File: src/rtl/pipeline_pkg.sv
// Shared constants for the MIPS pipeline: opcodes, ID/EX control-bit layout
// and the NOP control word used when a bubble is inserted.
package pipeline_pkg;

  localparam logic [5:0] OP_R_TYPE = 6'b000000;
  localparam logic [5:0] OP_LW     = 6'b100011;
  localparam logic [5:0] OP_SW     = 6'b101011;
  localparam logic [5:0] OP_BEQ    = 6'b000100;
  localparam logic [5:0] OP_BNE    = 6'b000101;
  localparam logic [5:0] OP_ORI    = 6'b001101;

  // Control word layout: {reg_write, mem_read, mem_write, mem_to_reg, alu_src, reg_dst, alu_op[2:0]}
  localparam int CTRL_W          = 9;
  localparam int CTRL_REG_WRITE  = 8;
  localparam int CTRL_MEM_READ   = 7;
  localparam int CTRL_MEM_WRITE  = 6;
  localparam int CTRL_MEM_TO_REG = 5;
  localparam int CTRL_ALU_SRC    = 4;
  localparam int CTRL_REG_DST    = 3;
  localparam int CTRL_ALU_OP_MSB = 2;
  localparam int CTRL_ALU_OP_LSB = 0;

  localparam logic [CTRL_W-1:0] CTRL_NOP = '0;

  function automatic logic is_load(input logic [CTRL_W-1:0] ctrl);
    return ctrl[CTRL_MEM_READ];
  endfunction

endpackage

File: src/rtl/hazard_detect.sv
// Load-use hazard detector: flags when the load in EX writes a register the
// ID instruction reads. Register $0 never creates a dependency.
module hazard_detect #(
  parameter int REG_AW = 5
) (
  input  logic              ex_valid,
  input  logic              ex_mem_read,
  input  logic [REG_AW-1:0] ex_rt,
  input  logic              id_valid,
  input  logic [REG_AW-1:0] id_rs,
  input  logic [REG_AW-1:0] id_rt,
  input  logic              id_uses_rt,
  output logic              hz
);

  logic rs_match;
  logic rt_match;

  assign rs_match = (ex_rt == id_rs);
  assign rt_match = id_uses_rt & (ex_rt == id_rt);
  assign hz = ex_valid & ex_mem_read & (ex_rt != '0) & (rs_match | rt_match) & id_valid;

endmodule

File: src/rtl/id_ex_pipe.sv
// ID/EX pipeline register with load-use bubble insertion, branch flush,
// downstream hold and a saturating count of hazard bubbles.
module id_ex_pipe
  import pipeline_pkg::*;
#(
  parameter int DATA_W = 32,
  parameter int REG_AW = 5,
  parameter int CNT_W  = 16
) (
  input  logic              clk,
  input  logic              rst,
  input  logic [DATA_W-1:0] ext_immed_in,
  input  logic [DATA_W-1:0] rs_data_in,
  input  logic [DATA_W-1:0] rt_data_in,
  input  logic [DATA_W-1:0] pc_plus4_in,
  input  logic [REG_AW-1:0] rs_in,
  input  logic [REG_AW-1:0] rt_in,
  input  logic [REG_AW-1:0] rd_in,
  input  logic              uses_rt_in,
  input  logic [CTRL_W-1:0] ctrl_in,
  input  logic              id_valid_in,
  input  logic              flush_in,
  input  logic              ex_hold_in,
  output logic [DATA_W-1:0] ext_immed_out,
  output logic [DATA_W-1:0] rs_data_out,
  output logic [DATA_W-1:0] rt_data_out,
  output logic [DATA_W-1:0] pc_plus4_out,
  output logic [REG_AW-1:0] rs_out,
  output logic [REG_AW-1:0] rt_out,
  output logic [REG_AW-1:0] rd_out,
  output logic [CTRL_W-1:0] ctrl_out,
  output logic              valid_out,
  output logic              stall_out,
  output logic [CNT_W-1:0]  bubble_cnt_out
);

  typedef struct packed {
    logic [DATA_W-1:0] ext_immed;
    logic [DATA_W-1:0] rs_data;
    logic [DATA_W-1:0] rt_data;
    logic [DATA_W-1:0] pc_plus4;
    logic [REG_AW-1:0] rs;
    logic [REG_AW-1:0] rt;
    logic [REG_AW-1:0] rd;
    logic [CTRL_W-1:0] ctrl;
    logic              valid;
  } slot_t;

  slot_t            slot_reg, slot_next;
  logic [CNT_W-1:0] cnt_reg, cnt_next;
  logic             hz;

  hazard_detect #(.REG_AW(REG_AW)) u_hazard (
    .ex_valid    (slot_reg.valid),
    .ex_mem_read (is_load(slot_reg.ctrl)),
    .ex_rt       (slot_reg.rt),
    .id_valid    (id_valid_in),
    .id_rs       (rs_in),
    .id_rt       (rt_in),
    .id_uses_rt  (uses_rt_in),
    .hz          (hz)
  );

  // A taken branch in EX kills the ID instruction, so its hazard is moot.
  assign stall_out = ~rst & (ex_hold_in | (hz & ~flush_in));

  always_comb begin
    slot_next = slot_reg;
    cnt_next  = cnt_reg;
    if (!ex_hold_in) begin
      if (flush_in || hz) begin
        slot_next      = '0;
        slot_next.ctrl = CTRL_NOP;
        if (!flush_in && cnt_reg != '1)
          cnt_next = cnt_reg + CNT_W'(1);
      end else begin
        slot_next = '{ext_immed: ext_immed_in, rs_data: rs_data_in, rt_data: rt_data_in,
                      pc_plus4: pc_plus4_in, rs: rs_in, rt: rt_in, rd: rd_in,
                      ctrl: ctrl_in, valid: id_valid_in};
      end
    end
  end

  always_ff @(posedge clk) begin
    if (rst) begin
      slot_reg <= '0;
      cnt_reg  <= '0;
    end else begin
      slot_reg <= slot_next;
      cnt_reg  <= cnt_next;
    end
  end

  assign ext_immed_out  = slot_reg.ext_immed;
  assign rs_data_out    = slot_reg.rs_data;
  assign rt_data_out    = slot_reg.rt_data;
  assign pc_plus4_out   = slot_reg.pc_plus4;
  assign rs_out         = slot_reg.rs;
  assign rt_out         = slot_reg.rt;
  assign rd_out         = slot_reg.rd;
  assign ctrl_out       = slot_reg.ctrl;
  assign valid_out      = slot_reg.valid;
  assign bubble_cnt_out = cnt_reg;

endmodule
File: config.mk
export PLATFORM = sky130hd
export DESIGN_NAME = id_ex_pipe
export DESIGN_NICKNAME = d
export VERILOG_FILES = /design/src/rtl/pipeline_pkg.sv /design/src/rtl/hazard_detect.sv /design/src/rtl/id_ex_pipe.sv
export SDC_FILE = /design/constraint.sdc
export NUM_CORES = 1
export LEC_CHECK = 0
export ABC_AREA = 1
export CAP_MARGIN = 10
export CORE_MARGIN = 2
export CORE_UTILIZATION = 41
export CTS_CLUSTER_SIZE = 20
export DETAILED_ROUTE_END_ITERATION = 8
export GPL_TIMING_DRIVEN = 0
export PLACE_DENSITY = 0.8
export SYNTH_ARGS = -nofsm -noshare
export SYNTH_HDL_FRONTEND = slang
export SYNTH_SLANG_ARGS = --single-unit
File: constraint.sdc
create_clock -name clk -period 2.75 [get_ports clk]
set_clock_uncertainty 0.05 [all_clocks]
set_input_delay 0.55 -clock clk [delete_from_list [all_inputs] [get_ports clk]]
set_output_delay 0.55 -clock clk [all_outputs]
set_load 0.02 [all_outputs]
# After elaboration in Yosys (flattened, before gate mapping)
# Index checks and enable logic that the tools add are counted.
classes:
  n_addsub: 1
  multipliers: 0
  div_mod_pow: 0
  magnitude_cmp: 0
  n_eq_ne: 3
  shifts: 0
  n_mux: 1
  bitwise: 12
  n_reduce_logical: 5
op_table:
  columns: ["op", "count"]
  rows:
  - ["$mux 153", 1]
  - ["$add 16x1->16 const B", 1]
  - ["$ne 16x16->1 const B", 1]
  - ["$eq 5x5->1", 2]
  - ["$and 1x1->1", 7]
  - ["$reduce_bool 5->1", 1]
  - ["$not 1->1", 3]
  - ["$reduce_and 3->1", 1]
  - ["$or 1x1->1", 2]
  - ["$logic_and 1x1->1", 1]
  - ["$logic_not 1->1", 1]
  - ["$logic_or 1x1->1", 1]
totals:
  ff_bits: 169
  latchBits: 0
  mem_bits_rw: 0
  rom_bits: 0
  input_bits: 158
  word_cells: 32
  mem_count: 0

# Logic depth before layout (Yosys ltp)
logic_depth:
  word_depth: 8
  mapped_depth: 11

# Hierarchy
# A second synthesis with hierarchy kept.
unflattened:
  cells_unflattened: 881
  area_unflattened_um2: 6660.1
by_module_without_submodules:
  columns: ["mod", "instances", "cells_each", "area_each_um2", "seq_area_each_um2"]
  rows:
  - ["id_ex_pipe", 1, 829, 6436.2, 3383.2]
  - ["hazard_detect", 1, 52, 224.0, 0.0]

# Least setup slack after synthesis
# OpenSTA, ideal clock, no wires.
synth_path:
  kind: "input -> output"
  startpoint: "input ex_hold_in"
  endpoint: "output stall_out"
  arrival_ns: 1.626
  path_slack_ns: 0.524
  cell_stages: 6
  n_path_buf: 4
  path_cell_list: "buf_2 inv_1 buf_2 buf_2 buf_2 a21oi_1"
synth_between:
  elab_chain_len: 2
synth_lines:
  columns: ["element", "line_no", "rtl"]
  rows:
  - ["from (decl)", "id_ex_pipe.sv:23", "input logic ex_hold_in,"]
  - ["$or 1x1->1", "id_ex_pipe.sv:65", "assign stall_out = ~rst & (ex_hold_in | (hz & ~flush_in));"]
  - ["$and 1x1->1", "id_ex_pipe.sv:65", null]
  - ["to (decl)", "id_ex_pipe.sv:33", "output logic stall_out,"]
# Every way passes these cells.

# Worst setup path after layout
# Same ends and word-level chain as after synthesis.

==> impl_metrics.yaml <==
critical_path:
  critPathMaxFanout: 10
  slowest_stage: "buf_2"
  crit_path_frequent_cell: "buf_2"
  critPathRequiredTime_ns: 2.15
  crit_family: "buffers and inverters"
  start_kind: "input pin"
  cp-end-kind: "output pin"
  path_depth: 7
  reg2reg_slack_ns: 0.80
  path_cells: "buf_2 -> inv_1 -> buf_2 -> buf_2 -> buf_2 -> a21oi_1 -> buf_2"
  cpPeakStageDelay_ns: 0.29
  worst-path-buf-inv: 6
  arrival_ns: 1.97
  criticalPathCategory: "in -> out"
  r2r_cells: 12
sta:
  finalHoldViolations: 0
  whs_ns: 0.404
  slew_viol_final: 0
  finalCritPeriodShare_pct: 93.5
  rsz0062_at_grt: "no"
  slew_headroom_pct: 49.2
  max_freq_ghz: 0.389
  finalCriticalPeriod_ns: 2.57
  worst_pin_slew_ns: 0.762
  finalSetupViolations: 0
synth:
  synth_seq_cells: 169
  yosys-top-cells-area: "dfxtp_1 (49%), nand4_1 (14%), a21oi_1 (12%)"
  synth_top_area_share_pct: 48.9
  synth_nets: 1053
  yosysTopAreaCell: "dfxtp_1"
  yosysUniqueCellTypes: 24
  netlist_area_um2: 6920
  yosys_warnings: 0
  syn_inst: 894
  avgSynthCellArea_um2: 7.74
  yosysSeqAreaShare_pct: 48.9
route:
  drc: 0
  vias: 7789
  drt-wirelength-per-cell_um: 17.1
  firstDrtPassIters: 4
  drtIter0Drc: 433
  wirelength_um: 25100
  final_antenna_net_count: 0
  vias_per_cell: 5.30
die:
  die_y_um: 134
  die-area_um2: 17900
  initial_core_util_pct: 41.9
  fp.dieW_um: 134
  core_um2: 16500
  ios: 328
  rows: 47
placed_design:
  io_buffers: 325
  routabilityCongestion: 0.882
  dpl.hpwl_um: 18200
clock_tree:
  cts_root_buf: "clkbuf_16"
  cts_max_level: 4
  cts.hold.buffers_added: 0
  clkTransAtPathRegs_ns: 0.06
  cts_buffer_depth: 2
  cts_tree: "done"
  numCtsBuffers: 17
  clkLatencyLatePin_ns: 0.43
  clock-sinks: 169
global_routing:
  use_met1_pct: 32.0
  grt_usage_pct: 27.1
  grt.overflow.total: 0
  grt.met3_usage_pct: 8.20
  antenna_found_initial: 0
  grt_max_degree: 17
  top_usage_layer: "met2"
  grt_pass1_vias: 7485
  grt_pass1_wl_um: 38700
  grt_util_met2_pct: 46.2
finish:
  drive_gt1_share_pct: 5.60
  antenna_cells: 0
  final_nets: 1397
  fillers: 1421
  area_growth_syn_to_layout_pct: 59.5
job:
  maxCapViolations: 0
pwr:
  power.leakage_nw: 3.80
  powerDensity_nw_per_um2: 530
  finalPower_mw: 5.85
  vdd_drop_max_v: 0.000435
min_path:
  hold_depth: 2
  hold_class: "reg -> reg"
run_status:
  status: "finished clean"
final timing paths:
kind | from | endpoint
worst max-delay path | ex_hold_in | stall_out
worst min-delay path | ext_immed_out[2]$_SDFFE_PP0N_ | ext_immed_out[2]$_SDFFE_PP0N_
worst max register to register | rt_out[1]$_SDFFE_PP0N_ | bubble_cnt_out[11]$_SDFFE_PP0P_
worst min register to register | ext_immed_out[2]$_SDFFE_PP0N_ | ext_immed_out[2]$_SDFFE_PP0N_
what timing repair did:
action | in CTS | in global routing
gates resized for setup | 4 | 1
buffers inserted | 1 | 0
pin swaps | 0 | 0
setup endpoints to repair | 1 | 1
placed cells by master, fill, tap and decap left out, drive strengths merged:
cell type,instances
o21ai,15
clkinvlp,6
nand3b,1
dfxtp,169
nand2,214
inv,28
xnor2,8
clkbuf,71
ha,1
clkdlybuf4s50,324
a21oi,168
buf,40
xor2,7
nor2,25
nand4,154
bufinv,2
nand3,13
nor3,5
state kept, by name (all words and copies together), names as in the netlist:
register        count
valid_out           1
rd_out              5
pc_plus4_out       32
rt_out              5
ext_immed_out      32
rs_data_out        32
bubble_cnt_out     16
rs_out              5
ctrl_out            9
rt_data_out        32
metrics by stage:
step | area, um2 | instances | util (%) | setup WS (ns) | TNS, ns
floorplan | 6920 | 894 | - | 0.524 | 0
global placement | 10400 | 1439 | 63.2 | -0.573 | -0.573
detailed placement | 10400 | 1439 | 63.2 | -0.571 | -0.571
CTS | 11000 | 1471 | 66.8 | 0.0753 | 0
global route | 11000 | 1471 | 66.8 | 0.0527 | 0
finish | 11000 | 1471 | 66.8 | 0.177 | 0
report_power, final:
| part | switching, mW | total [mW] | internal, mW |
|---|---|---|---|
| Clock | 1.04 | 2.41 | 1.37 |
| Sequential | 0.0480 | 2.58 | 2.53 |
| Combinational | 0.425 | 0.854 | 0.429 |
layout make-up:
type	instances	area [um2]	share of cell area [%]
tap	220	275	2.49
clock inverter	12	140	1.27
multi-input combinational	611	3050	27.6
clock buffer	20	447	4.05
timing repair buffer	326	3260	29.5
buffer	89	397	3.59
inverter	24	90.1	0.817
sequential	169	3380	30.7
cells by family (layout without fill, tap and decap cells):
family                     after synthesis  count (layout)  synth area share (%)
adders and majority gates                1               1                 0.181
DFF                                    169             169                  48.9
AOI/OAI and AO/OA                      183             183                  13.2
and+or+nand+nor                        412             412                  28.7
buffers and inverters                  114             471                  7.07
xor gates and xnor gates                15              15                  1.90
worst min-delay path: cells and delay by family, from the launching register on:
kind,cells,cell delay (ns)
AND/OR/NAND/NOR,1,0.05
AO/OA/AOI/OAI,1,0.05
flip-flops,1,0.31
layer usage:
metal / routed length, um / part of all wire, %
met5: 0 / 0
met4: 726 / 2.9
met3: 2020 / 8.1
met2: 12300 / 49
met1: 10000 / 40
synthesized netlist by cell type, drive strengths merged:
cell      n
a21oi   168
buf      38
clkbuf   52
dfxtp   169
ha        1
inv      24
nand2   214
nand3    13
nand3b    1
nand4   154
nor2     25
nor3      5
o21ai    15
xnor2     8
xor2      7
(Power assumes the default switching activity.)
